$ cat src/rtl/spi_pkg.sv
// Shared constants and FSM state encoding for the SPI transfer controller.
package spi_pkg;

    localparam int DATA_WITH = 8;
    localparam int DVSR_W    = 16;

    typedef enum logic [2:0] {
        ST_IDLE,
        ST_SS_SETUP,
        ST_LOAD,
        ST_WAIT_DONE,
        ST_SS_HOLD
    } state_t;

endpackage

$ cat src/rtl/spi_sync_fifo.sv
// Single-clock FIFO used for the TX and RX byte queues of spi_xfer_ctrl.
module spi_sync_fifo
    import spi_pkg::*;
#(
    parameter int DATA_WITH  = spi_pkg::DATA_WITH,
    parameter int FIFO_DEPTH = 4
) (
    input  logic                 i_clk,
    input  logic                 i_reset,
    input  logic                 i_push,
    input  logic [DATA_WITH-1:0] i_wdata,
    input  logic                 i_pop,
    output logic [DATA_WITH-1:0] o_rdata,
    output logic                 o_full,
    output logic                 o_empty
);

    localparam int PTR_W = $clog2(FIFO_DEPTH);

    logic [DATA_WITH-1:0] r_mem [FIFO_DEPTH];
    logic [PTR_W-1:0]     r_wptr;
    logic [PTR_W-1:0]     r_rptr;
    logic [PTR_W:0]       r_count;
    logic                 w_push;
    logic                 w_pop;

    assign o_full  = (r_count == (PTR_W+1)'(FIFO_DEPTH));
    assign o_empty = (r_count == '0);
    assign o_rdata = r_mem[r_rptr];

    // A full FIFO still accepts a write when a read frees a slot in the same cycle.
    assign w_pop  = i_pop & ~o_empty;
    assign w_push = i_push & (~o_full | w_pop);

    always_ff @(posedge i_clk) begin
        if (w_push)
            r_mem[r_wptr] <= i_wdata;
    end

    always_ff @(posedge i_clk) begin
        if (i_reset) begin
            r_wptr  <= '0;
            r_rptr  <= '0;
            r_count <= '0;
        end else begin
            if (w_push)
                r_wptr <= r_wptr + PTR_W'(1);
            if (w_pop)
                r_rptr <= r_rptr + PTR_W'(1);
            case ({w_push, w_pop})
                2'b10:   r_count <= r_count + (PTR_W+1)'(1);
                2'b01:   r_count <= r_count - (PTR_W+1)'(1);
                default: ;
            endcase
        end
    end

endmodule

$ cat src/rtl/spi_xfer_ctrl.sv
// Multi-byte SPI transaction sequencer: slave select, setup/hold delays, TX/RX queues.
// Build option SPI_XFER_RX_CAPTURE_EN adds the RX FIFO and overflow flag.
module spi_xfer_ctrl
    import spi_pkg::*;
#(
    parameter int  DATA_WITH  = spi_pkg::DATA_WITH,
    parameter int  FIFO_DEPTH = 4,
    parameter int  NUM_SS     = 2,
    localparam int SS_W       = (NUM_SS > 1) ? $clog2(NUM_SS) : 1
) (
    input  logic                       i_clk,
    input  logic                       i_reset,
    input  logic                       i_cmd_valid,
    output logic                       o_cmd_ready,
    input  logic [7:0]                 i_cmd_len,
    input  logic [SS_W-1:0]            i_cmd_ss,
    input  logic [spi_pkg::DVSR_W-1:0] i_dvsr,
    input  logic [DATA_WITH-1:0]       i_tx_data,
    input  logic                       i_tx_valid,
    output logic                       o_tx_ready,
    output logic [DATA_WITH-1:0]       o_rx_data,
    output logic                       o_rx_valid,
    input  logic                       i_rx_ready,
    output logic                       o_rx_overflow,
    output logic                       o_xfer_done_tick,
    output logic [NUM_SS-1:0]          o_ss_n,
    output logic [DATA_WITH-1:0]       o_core_din,
    output logic                       o_core_start,
    input  logic                       i_core_ready,
    input  logic                       i_core_done_tick,
    input  logic [DATA_WITH-1:0]       i_core_dout
);

    state_t               r_state;
    logic [7:0]           r_len;
    logic [DVSR_W-1:0]    r_dly;
    logic [NUM_SS-1:0]    r_ss_n;
    logic                 r_core_start;
    logic [DATA_WITH-1:0] r_core_din;
    logic                 r_done_tick;

    logic [NUM_SS-1:0]    w_ss_sel_n;
    logic                 w_tx_full;
    logic                 w_tx_empty;
    logic [DATA_WITH-1:0] w_tx_head;
    logic                 w_tx_pop;

    always_comb begin
        w_ss_sel_n = '1;
        for (int i = 0; i < NUM_SS; i++)
            w_ss_sel_n[i] = (i_cmd_ss != SS_W'(i));
    end

    assign w_tx_pop = (r_state == ST_LOAD) & ~w_tx_empty & i_core_ready;

    spi_sync_fifo #(
        .DATA_WITH  (DATA_WITH),
        .FIFO_DEPTH (FIFO_DEPTH)
    ) u_tx_fifo (
        .i_clk   (i_clk),
        .i_reset (i_reset),
        .i_push  (i_tx_valid),
        .i_wdata (i_tx_data),
        .i_pop   (w_tx_pop),
        .o_rdata (w_tx_head),
        .o_full  (w_tx_full),
        .o_empty (w_tx_empty)
    );

    always_ff @(posedge i_clk) begin
        if (i_reset) begin
            r_state      <= ST_IDLE;
            r_len        <= '0;
            r_dly        <= '0;
            r_ss_n       <= '1;
            r_core_start <= 1'b0;
            r_core_din   <= '0;
            r_done_tick  <= 1'b0;
        end else begin
            r_core_start <= 1'b0;
            r_done_tick  <= 1'b0;
            case (r_state)
                ST_IDLE: begin
                    if (i_cmd_valid) begin
                        r_len   <= i_cmd_len;
                        r_ss_n  <= w_ss_sel_n;
                        r_dly   <= '0;
                        r_state <= ST_SS_SETUP;
                    end
                end
                ST_SS_SETUP: begin
                    if (r_dly == i_dvsr)
                        r_state <= ST_LOAD;
                    else
                        r_dly <= r_dly + DVSR_W'(1);
                end
                ST_LOAD: begin
                    // Start and byte leave together on the first WAIT_DONE cycle.
                    if (w_tx_pop) begin
                        r_core_start <= 1'b1;
                        r_core_din   <= w_tx_head;
                        r_state      <= ST_WAIT_DONE;
                    end
                end
                ST_WAIT_DONE: begin
                    if (i_core_done_tick) begin
                        if (r_len == 8'd0) begin
                            r_dly   <= '0;
                            r_state <= ST_SS_HOLD;
                        end else begin
                            r_len   <= r_len - 8'd1;
                            r_state <= ST_LOAD;
                        end
                    end
                end
                ST_SS_HOLD: begin
                    if (r_dly == i_dvsr) begin
                        r_ss_n      <= '1;
                        r_done_tick <= 1'b1;
                        r_state     <= ST_IDLE;
                    end else begin
                        r_dly <= r_dly + DVSR_W'(1);
                    end
                end
                default: r_state <= ST_IDLE;
            endcase
        end
    end

    assign o_cmd_ready      = (r_state == ST_IDLE);
    assign o_tx_ready       = ~w_tx_full;
    assign o_ss_n           = r_ss_n;
    assign o_core_start     = r_core_start;
    assign o_core_din       = r_core_din;
    assign o_xfer_done_tick = r_done_tick;

`ifdef SPI_XFER_RX_CAPTURE_EN
    logic w_rx_push;
    logic w_rx_full;
    logic w_rx_empty;
    logic r_rx_overflow;

    // Done ticks outside WAIT_DONE (e.g. a byte orphaned by reset) are not captured.
    assign w_rx_push = (r_state == ST_WAIT_DONE) & i_core_done_tick;

    spi_sync_fifo #(
        .DATA_WITH  (DATA_WITH),
        .FIFO_DEPTH (FIFO_DEPTH)
    ) u_rx_fifo (
        .i_clk   (i_clk),
        .i_reset (i_reset),
        .i_push  (w_rx_push),
        .i_wdata (i_core_dout),
        .i_pop   (i_rx_ready),
        .o_rdata (o_rx_data),
        .o_full  (w_rx_full),
        .o_empty (w_rx_empty)
    );

    always_ff @(posedge i_clk) begin
        if (i_reset)
            r_rx_overflow <= 1'b0;
        else if (w_rx_push & w_rx_full & ~i_rx_ready)
            r_rx_overflow <= 1'b1;
    end

    assign o_rx_valid    = ~w_rx_empty;
    assign o_rx_overflow = r_rx_overflow;
`else
    logic w_unused;
    assign w_unused      = ^{i_core_dout, i_rx_ready};
    assign o_rx_data     = '0;
    assign o_rx_valid    = 1'b0;
    assign o_rx_overflow = 1'b0;
`endif

endmodule

$ cat config.mk
export PLATFORM = sky130hd
export DESIGN_NAME = spi_xfer_ctrl
export DESIGN_NICKNAME = d
export VERILOG_FILES = /design/src/rtl/spi_pkg.sv /design/src/rtl/spi_sync_fifo.sv /design/src/rtl/spi_xfer_ctrl.sv
export SDC_FILE = /design/constraint.sdc
export NUM_CORES = 1
export LEC_CHECK = 0
export CAP_MARGIN = 20
export CORE_ASPECT_RATIO = 1.25
export CORE_MARGIN = 2
export CORE_UTILIZATION = 24
export CTS_CLUSTER_SIZE = 24
export DETAILED_ROUTE_END_ITERATION = 6
export PLACE_DENSITY = 0.5
export SYNTH_ARGS = -nofsm -noshare
export SYNTH_HDL_FRONTEND = slang
export SYNTH_SLANG_ARGS = --single-unit
$ cat constraint.sdc
create_clock -name i_clk -period 2.04 [get_ports i_clk]
set_clock_uncertainty 0.15 [all_clocks]
set_input_delay 0.306 -clock i_clk [delete_from_list [all_inputs] [get_ports i_clk]]
set_output_delay 0.306 -clock i_clk [all_outputs]
set_load 0.03 [all_outputs]
# Word-level counts from Yosys, hierarchy flattened
# Memories as Yosys holds them, arrays and structs flattened. A register that Yosys moved wholly into a read port is not among the register bits.
# Cells that the tools add are included.
# word_totals
reg_bits	38
latch_bits	0
mem_bits_rw	32
mem_bits_ro	0
inputBits	48
output_inout_bits	24
word_cells	81
n_memories	1
# op_classes
n_addsub	6
mul	0
div	0
order_cmp	0
n_eq_ne	16
shift	0
n_mux	24
bitwise_logic	10
reduce_logical	15
# memory_table
memory	depth	word_bits	read_ports	rd_ports_with_merged_regs	write_ports	line_no	source
u_tx_fifo.r_mem	4	8	1	1	1	spi_sync_fifo.sv:20	logic [DATA_WITH-1:0] r_mem [FIFO_DEPTH];
# ops
operator	n
2-to-1 mux 16 bit	4
case mux 16 bit (3 select lines)	1
2-to-1 mux 8 bit	3
2-to-1 mux 3 bit	6
adder 16 x 1 -> 16 bit, second input constant	1
== test 16 bit	1
case mux 8 bit (2 select lines)	1
case mux 3 bit (5 select lines)	1
!= test 2 bit, second input constant	7
AND reduction 5 bit	2
zero test 8 bit	1
subtractor 8 x 1 -> 8 bit, second input constant	1
== test 3 x 2 -> 1 bit, second input constant	2
== test 3 bit, second input constant	2
zero test 3 bit	2
case mux 3 bit (2 select lines)	1
nonzero test 2 bit	3
OR reduction 2 bit	3
inverter 1 bit	5
adder 2 x 1 -> 2 bit, second input constant	2
AND 1 bit	4
2-to-1 mux 1 bit	4
2-to-1 mux 2 bit	2
case mux 2 bit (2 select lines)	1
11 further kinds	11

# Depth between registers and ports, before layout
# Gate-level depths: netlist (run 1).
# logic_depth
word_depth	9
depth_mapped	9
mapped_depth_nobuf	8

# Modules after synthesis
# A second synthesis (run 1) with hierarchy kept.
# unflattened
hier_cells	402
area_unflattened_um2	4145.2
# modules_own_cells
mod	n_inst	cells_per_inst	area_each_um2	seq_area_each_um2
spi_xfer_ctrl	1	301	2453.6	780.7
spi_sync_fifo	1	101	1691.6	1141.1

# Worst setup path after synthesis (run 1)
# No wires, ideal clock.
# synth_path
path_kind	reg2reg
from	reg r_state[0]
to	reg r_len[2]
setup_ps	128
arrival_time_ps	2226
required_time_ps	1762
setup_slack_ps	-464
path_stages_with_launch	8
n_path_buf	2
period_less_slack_ps	2504
cell_sequence	dfxtp_1 -> clkbuf_1 -> nor3_1 -> o21ba_2 -> buf_2 -> o21ai_0 -> a22oi_1 -> nor2_1
# synth_via
elab_chain_len	3
word_cells_on_any_way	8
classes_between	eq/ne: 4; mux: 1; reduce/logical: 3
# synth_rtl
item	line_no	source
start: declaration	spi_xfer_ctrl.sv:34	state_t r_state;
start signal: assignment	spi_xfer_ctrl.sv:72	r_state <= ST_IDLE;
start signal: assignment	spi_xfer_ctrl.sv:88	r_state <= ST_SS_SETUP;
start signal: assignment	spi_xfer_ctrl.sv:93	r_state <= ST_LOAD;
zero test 3 bit (*)	n/a	
net o_cmd_ready	spi_xfer_ctrl.sv:14	output logic o_cmd_ready,
!= test 2 bit (no source line) or nonzero test 2 bit (tied branches)	n/a	
AND reduction 4 bit (no source line)	n/a	
end signal: assignment	spi_xfer_ctrl.sv:85	r_len <= i_cmd_len;
end signal: assignment	spi_xfer_ctrl.sv:111	r_len <= r_len - 8'd1;
end: declaration	spi_xfer_ctrl.sv:35	logic [7:0] r_len;
# Mark *: on every way through the listed nets, which the timed path passes. The rest lies on a longest branch.
# A chain may end at the register's enable or synchronous reset.

# Worst setup path after layout (run 1)
# layout_path
from	reg r_state[0]
to	reg u_tx_fifo.r_count[2]
# layout_via
elab_chain_len	8
word_cells_on_any_way	10
classes_between	eq/ne: 3; mux: 1; bitwise: 5; reduce/logical: 1
# layout_rtl
item	line_no	source
== test 3 x 2 -> 1 bit (*)	spi_xfer_ctrl.sv:54	assign w_tx_pop = (r_state == ST_LOAD) & ~w_tx_empty & i_core_ready;
AND 1 bit (*) (2 in a row)	spi_xfer_ctrl.sv:54	
AND 1 bit (*)	spi_sync_fifo.sv:32	assign w_pop = i_pop & ~o_empty;
bitwise OR 1 bit	spi_sync_fifo.sv:33	assign w_push = i_push & (~o_full | w_pop);
AND 1 bit	spi_sync_fifo.sv:33	
== test 2 x 1 -> 1 bit or == test 2 bit (tied branches)	spi_sync_fifo.sv:50	case ({w_push, w_pop})
case mux 3 bit (2 select lines) or nonzero test 2 bit (tied branches)	n/a	
end signal: assignment	spi_sync_fifo.sv:51	2'b10: r_count <= r_count + (PTR_W+1)'(1);
end signal: assignment	spi_sync_fifo.sv:52	2'b01: r_count <= r_count - (PTR_W+1)'(1);
end: declaration	spi_sync_fifo.sv:23	logic [PTR_W:0] r_count;
# Every way passes the cells marked *; elsewhere a longest branch is shown, timed or not.

==> results.cfg, run 1 <==
[run_status]
outcome = finished clean

[layout]
layout_commonest_cell = buf_4
finish.utilization_pct = 36.10
n_fill_cell = 1603
diodes = 0
finalInstanceArea_um2 = 5620
nets = 545
layout_common_cells = 58 x buf_4, 45 x nand2_1, 39 x dfxtp_1
multi_input_area_um2 = 2052
drive_above_1_share_pct = 28.54
area_growth_pct = 46.75
regArea_um2 = 1891

[min_path]
hp-start = o_core_din[7]$_SDFFE_PP0P_
hold_path_class = reg2reg
holdPathEnd = o_core_din[7]$_SDFFE_PP0P_
hold_path_depth = 2

[global_route]
grt.total_usage_pct = 11.69
grt_antenna_before_repair = 0
grt_overflow_total = 0
grt_first_pass_wirelength_um = 15550
grt_pass1_vias = 3217
grt_max_degree = 24

[cts]
clockBufferDepth = 2
numCtsBuffers = 9
path_clk_slew_ps = 70
clock_latency_ps = 330
htree_levels = 3
numClockSinks = 78
clockRootBuffer = clkbuf_16
cts_tree = done

[detailed_routing]
dr.pass1.iters = 4
wl_um = 9844
ant_nets = 0
routedWlPerCell_um = 13.94
remaining_drc_errors = 0
via_per_inst = 4.499
num_vias = 3176
drt_iter0_drc = 127

[synth]
synthSimpleGateAreaFrac_pct = 19.41
yosysSeqAreaShare_pct = 49.13
synthFlopType = dfxtp_1
synth-adder-area-share_pct = 2.810
synth_compound_area_share_pct = 13.39
yosys_register_bits = 78
async_flop_share_pct = 0
muxShareOfSynthArea_pct = 5.227
yosys_warnings = 0
synth_xor_area_share_pct = 5.260
synth_edf_count = 32
syn_area_um2 = 3830
syn_inst = 381
synth_top_family_by_area = simple AND/OR/NAND/NOR gates
avgSynthCellArea_um2 = 10.05
synth_cell_types = 57

[placement]
gp_congestion = 0.8158
placed_area_um2 = 5006
io_buffers = 52
hpwl_um = 7169
dp_slack_ps = -473.3

[power_and_ir_drop]
p_leak_uw = 0.002143
power_density_nw_per_um2 = 959.8
pwr-share-comb_pct = 34.0
swShare_pct = 32.78
pwr-share-seq_pct = 35.5
ir_drop_uv = 506.0
clkPwrFrac_pct = 30.5
switchingPower_uw = 1769
power_uw = 5394
p_int_uw = 3626

[setup_path]
crit_chain = and4bb_2 -> o31a_1 -> nand2b_1 -> fa_2 -> nor3b_2 -> a21oi_2 -> xor2_1 -> nor2_1
cp-startpoint = r_state[0]$_SDFFE_PP0P_
cp-start-kind = register
critical_path_class = reg2reg
arrival_ps = 2070
required_ps = 2110
critPathMaxFanout = 2
r2r-end = u_tx_fifo.r_count[2]$_SDFFE_PP0P_
end_kind = register
slowest_stage = fa_2
r2r_slack_ps = 40
reg2reg_depth = 8
r2r-start = r_state[0]$_SDFFE_PP0P_
cp_slowest_stage_delay_ps = 360

[timing]
period_share_pct = 98.27
hold_viol = 0
setup_viol = 0
drv_slew = 0
period_needed_ps = 2005
slew_headroom_pct = 51.91
max_freq_ghz = 0.4988
rsz0062_at_grt = yes
tightest_slew_ps = 715.2
hold_ws_ps = 305.5
fin_ws_ps = 35.31

[die]
initial_utilization_pct = 24.60
die_x_um = 117.0
core_um2 = 15570
num_rows = 51
die_h_um = 145.2
dieArea_um2 = 16990
ios = 72

[job]
max_cap_violations = 0
power by group through the flow:
| stage | Sequential [uW] | Combinational [uW] | Clock [uW] |
|---|---|---|---|
| finish | 1910 | 1830 | 1650 |
| global route | 1930 | 2030 | 1760 |
| global placement | 1920 | 1660 | 0 |
| detailed placement | 1930 | 1680 | 0 |
| floorplan | 1970 | 941 | 0 |
| CTS | 1900 | 1700 | 1700 |
flip-flops by register name, summed over array words and instances, names as in the netlist:
| signal | count |
|---|---|
| u_tx_fifo.r_mem | 32 |
| r_dly | 16 |
| o_core_din | 8 |
| r_len | 8 |
| r_state | 3 |
| u_tx_fifo.r_count | 3 |
| o_ss_n | 2 |
| u_tx_fifo.r_rptr | 2 |
| u_tx_fifo.r_wptr | 2 |
| o_core_start | 1 |
| o_xfer_done_tick | 1 |
Yosys cell counts (2+ instances only):
cell      count  area, um^2
a211oi_1      5       37.54
buf_2         2       10.01
mux4_2        8       180.2
edfxtp_1     32       960.9
xnor2_1       4       35.03
and2_1        5       31.28
or4_1         6       45.04
or2_2         3       18.77
o31ai_1       5       37.54
a21o_1        2       15.01
nor2_1       29       108.9
a211o_1       2       17.52
a21oi_1      27       135.1
nor2b_1       2       12.51
nor3_1        5       25.02
nand2_1      47       176.4
nand3b_1      2       15.01
o211ai_1      6       45.04
and3_1        4       25.02
and3_4        2       22.52
a41oi_1       3       26.28
or3_1         3       18.77
a31oi_1       4       25.02
nand2b_1      4       25.02
buf_4        11       82.58
o21ai_0      16       80.08
nor3b_1       2       15.01
clkbuf_1     13       48.80
ha_1          7       87.58
nor4_1        5       31.28
dfxtp_1      46       920.9
nand3_1      13       65.06
nand4_1       5       31.28
xor2_1       19       166.4
mux2i_1       2       20.02
inv_1         9       33.78
per-stage QoR:
step,TNS (ps),cells
global placement,-14740,686
detailed placement,-15100,686
finish,0,706
global route,-168.5,706
floorplan,-27.94,390
CTS,-26.47,702
critical path: cells and delay by family, from the launching register on:
kind | cells | cell delay (ps)
DFF | 1 | 320
AOI/OAI and AO/OA | 2 | 290
and+or+nand+nor | 4 | 610
xor gates and xnor gates | 1 | 150
adders and majority gates | 1 | 360
layer usage:
metal  global-route usage (%)  share of wire (%)  up-vias
met5                        0                  0        -
li1                         -                  -     1579
met4                    3.706                1.4        0
met1                    13.67                 42     1528
met3                    2.757                3.8        9
met2                    20.66                 53       60
cell type report:
class | instances | share of cell area [%]
Multi-Input combinational cell | 276 | 36.51
Sequential cell | 78 | 33.64
Timing Repair Buffer | 115 | 19.10
Tap cell | 212 | 4.719
Clock buffer | 9 | 4.007
Clock inverter | 7 | 1.425
Inverter | 9 | 0.6011
worst max path at each step:
stage                                                   end  slack, ps
final                     u_tx_fifo.r_count[2]$_SDFFE_PP0P_         40
after global routing      u_tx_fifo.r_count[2]$_SDFFE_PP0P_        -60
after CTS                             r_len[7]$_SDFFE_PP0P_        -10
after detailed placement              r_dly[9]$_SDFFE_PP0P_       -470
after global placement                r_dly[9]$_SDFFE_PP0P_       -450
after floorplan           u_tx_fifo.r_count[2]$_SDFFE_PP0P_        -30
kinds of logic after synthesis:
family,after synthesis
AO/OA/AOI/OAI,81
multiplexers,10
buffers and inverters,36
XOR/XNOR,23
AND/OR/NAND/NOR,144
other,1
adder cells (fa/ha/maj),8
flip-flops,78
what timing repair did:
action,CTS,global route
endpoints found under the setup margin,21,28
hold buffers,0,0
hold endpoints to repair,0,0
pin swaps,2,17
buffers inserted,0,5
resized for setup,8,56
No activity file was read; power rests on OpenSTA's default activity.
==> run 2: changes to the inputs <==
--- a/config.mk
+++ b/config.mk
@@ -5,7 +5,6 @@
 export SDC_FILE = /design/constraint.sdc
 export NUM_CORES = 1
 export LEC_CHECK = 0
-export CAP_MARGIN = 20
 export CORE_ASPECT_RATIO = 1.25
 export CORE_MARGIN = 2
 export CORE_UTILIZATION = 24
==> results of run 2 <==
Same layout as run 1: the final DEF is identical, and so are final timing and power.
==> run 3: changes to the inputs <==
--- a/config.mk
+++ b/config.mk
@@ -7,10 +7,10 @@
 export LEC_CHECK = 0
 export CORE_ASPECT_RATIO = 1.25
 export CORE_MARGIN = 2
-export CORE_UTILIZATION = 24
+export CORE_UTILIZATION = 47
 export CTS_CLUSTER_SIZE = 24
 export DETAILED_ROUTE_END_ITERATION = 6
-export PLACE_DENSITY = 0.5
+export PLACE_DENSITY = 0.82
 export SYNTH_ARGS = -nofsm -noshare
 export SYNTH_HDL_FRONTEND = slang
 export SYNTH_SLANG_ARGS = --single-unit
==> results.cfg, run 3 (same netlist as run 1, synthesis figures left out) <==
[run_status]
outcome = finished with violations
violations = negative setup slack

[timing]
setup_viol = 2
tightest_slew_ps = 802.5
slew_headroom_pct = 46.04
hold_viol = 0
max_freq_ghz = 0.4867
tns_ps = -17.02
drv_slew = 0
rsz0062_at_grt = yes
period_share_pct = 100.7
fin_ws_ps = -14.83
period_needed_ps = 2055

[job]
max_cap_violations = 0

[global_route]
grt.total_usage_pct = 21.02
grt_pass1_vias = 3248
grt_antenna_before_repair = 0
grt_max_degree = 33
grt_overflow_total = 0
grt_first_pass_wirelength_um = 14820

[layout]
area_growth_pct = 38.19
drive_above_1_share_pct = 27.64
layout_common_cells = 57 x buf_4, 44 x nand2_1, 39 x clkdlybuf4s50_1
stdcell_count = 587
largestRegisters = u_tx_fifo.r_mem: 32 flops, r_dly: 16 flops
n_fill_cell = 568
layout_commonest_cell = buf_4
finalInstanceArea_um2 = 5293
largest_reg_flops = 32
finish.utilization_pct = 67.53
nets = 543
diodes = 0
largest_register = u_tx_fifo.r_mem

[die]
core_um2 = 7838
ios = 72
initial_utilization_pct = 48.87
die_x_um = 84.74
dieArea_um2 = 8891
num_rows = 36
die_h_um = 104.9

[setup_path]
cp-startpoint = r_dly[9]$_SDFFE_PP0P_
end_kind = register
required_ps = 2140
reg2reg_depth = 9
r2r-end = r_dly[4]$_SDFFE_PP0P_
cp-start-kind = register
setup.worst_path.end = r_dly[4]$_SDFFE_PP0P_
critical_path_class = reg2reg
critPathMaxFanout = 5
r2r-start = r_dly[9]$_SDFFE_PP0P_
arrival_ps = 2150
r2r_slack_ps = -10

[detailed_routing]
wl_um = 9491
num_vias = 3255
drt_iter0_drc = 175
ant_nets = 0
routedWlPerCell_um = 16.17
dr_wl_met2_um = 5236
remaining_drc_errors = 0
highest_layer = met4
wl_met1_um = 3709
via_per_inst = 5.545
dr.pass1.iters = 4
dr_wl_met3_um = 424

[placement]
gp_congestion = 0.9525
placed_area_um2 = 4815
dp_cells = 566
hpwl_um = 6670
io_buffers = 52

[power_and_ir_drop]
pwr-share-comb_pct = 37.2
ir_drop_uv = 528.7
p_leak_uw = 0.002066
switchingPower_uw = 1717
p_int_uw = 3182
clkPwrFrac_pct = 24.0
power_uw = 4899
pwr-share-seq_pct = 38.8
power_density_nw_per_um2 = 925.6
swShare_pct = 35.05

[cts]
numClockSinks = 78
cts_tree = done
htree_levels = 3
numCtsBuffers = 9
clockRootBuffer = clkbuf_8
clockBufferDepth = 2
cts_hold_buf = 0
clock_latency_ps = 360
path_clk_slew_ps = 90

[min_path]
hold_path_class = reg2reg
## run 3: stage by stage
stage	hold slack, ps	setup WS [ps]
finish	306.6	-14.83
global route	328.8	-86.63
detailed placement	300.1	-508.9
CTS	311.0	-18.16
global placement	294.7	-427.3
floorplan	254.9	-27.94
## run 3: worst min-delay path by stage
stage / from / to / slack, ps / depth (start not counted)
2_1_floorplan: i_tx_data[0] / u_tx_fifo.r_mem[0][0]$_DFFE_PP_ / 250 / 0
3_3_place_gp: o_core_din[5]$_SDFFE_PP0P_ / o_core_din[5]$_SDFFE_PP0P_ / 290 / 2
3_5_place_dp: o_core_din[1]$_SDFFE_PP0P_ / o_core_din[1]$_SDFFE_PP0P_ / 300 / 2
4_1_cts: o_core_din[1]$_SDFFE_PP0P_ / o_core_din[1]$_SDFFE_PP0P_ / 310 / 2
5_1_grt: o_core_din[0]$_SDFFE_PP0P_ / o_core_din[0]$_SDFFE_PP0P_ / 330 / 2
6_report: o_core_din[1]$_SDFFE_PP0P_ / o_core_din[1]$_SDFFE_PP0P_ / 310 / 2
## run 3: final cells by class
cell class / instances / area (um^2) / area share, %
clock buffers: 9 / 123.9 / 2.340
clock inverters: 7 / 72.57 / 1.371
inverters: 9 / 33.78 / 0.6383
multi-input cells: 276 / 2011 / 37.99
flip-flops and latches: 78 / 1897 / 35.84
well taps: 95 / 118.9 / 2.246
repair buffers: 113 / 1036 / 19.57
## run 3: power groups by stage
stage	sequential, uW	clock (uW)	combinational [uW]
finish	1900	1180	1820
global route	1920	1280	1970
CTS	1900	1200	1650
detailed placement	1930	0	1640
global placement	1920	0	1590
floorplan	1970	0	941
## run 3: worst max-delay path, stage by stage, from the launching register on
cell	delay, ps
dfxtp_2	340
xor2_1	160
nor4_1	310
buf_4	190
nand4_4	140
buf_6	190
buf_6	120
nand4_1	110
xor2_1	150
o21ai_1	80
## run 3: timing repair
| action | in CTS | in global routing |
|---|---|---|
| gates resized for setup | 10 | 54 |
| pin swaps | 3 | 20 |
| buffers inserted | 3 | 3 |
| setup endpoints to repair | 15 | 24 |
## run 3: routing by layer
layer	GRT usage, %	vias up
met5	0	-
met4	7.823	0
met3	4.739	8
met2	39.09	94
met1	22.85	1575
li1	-	1578
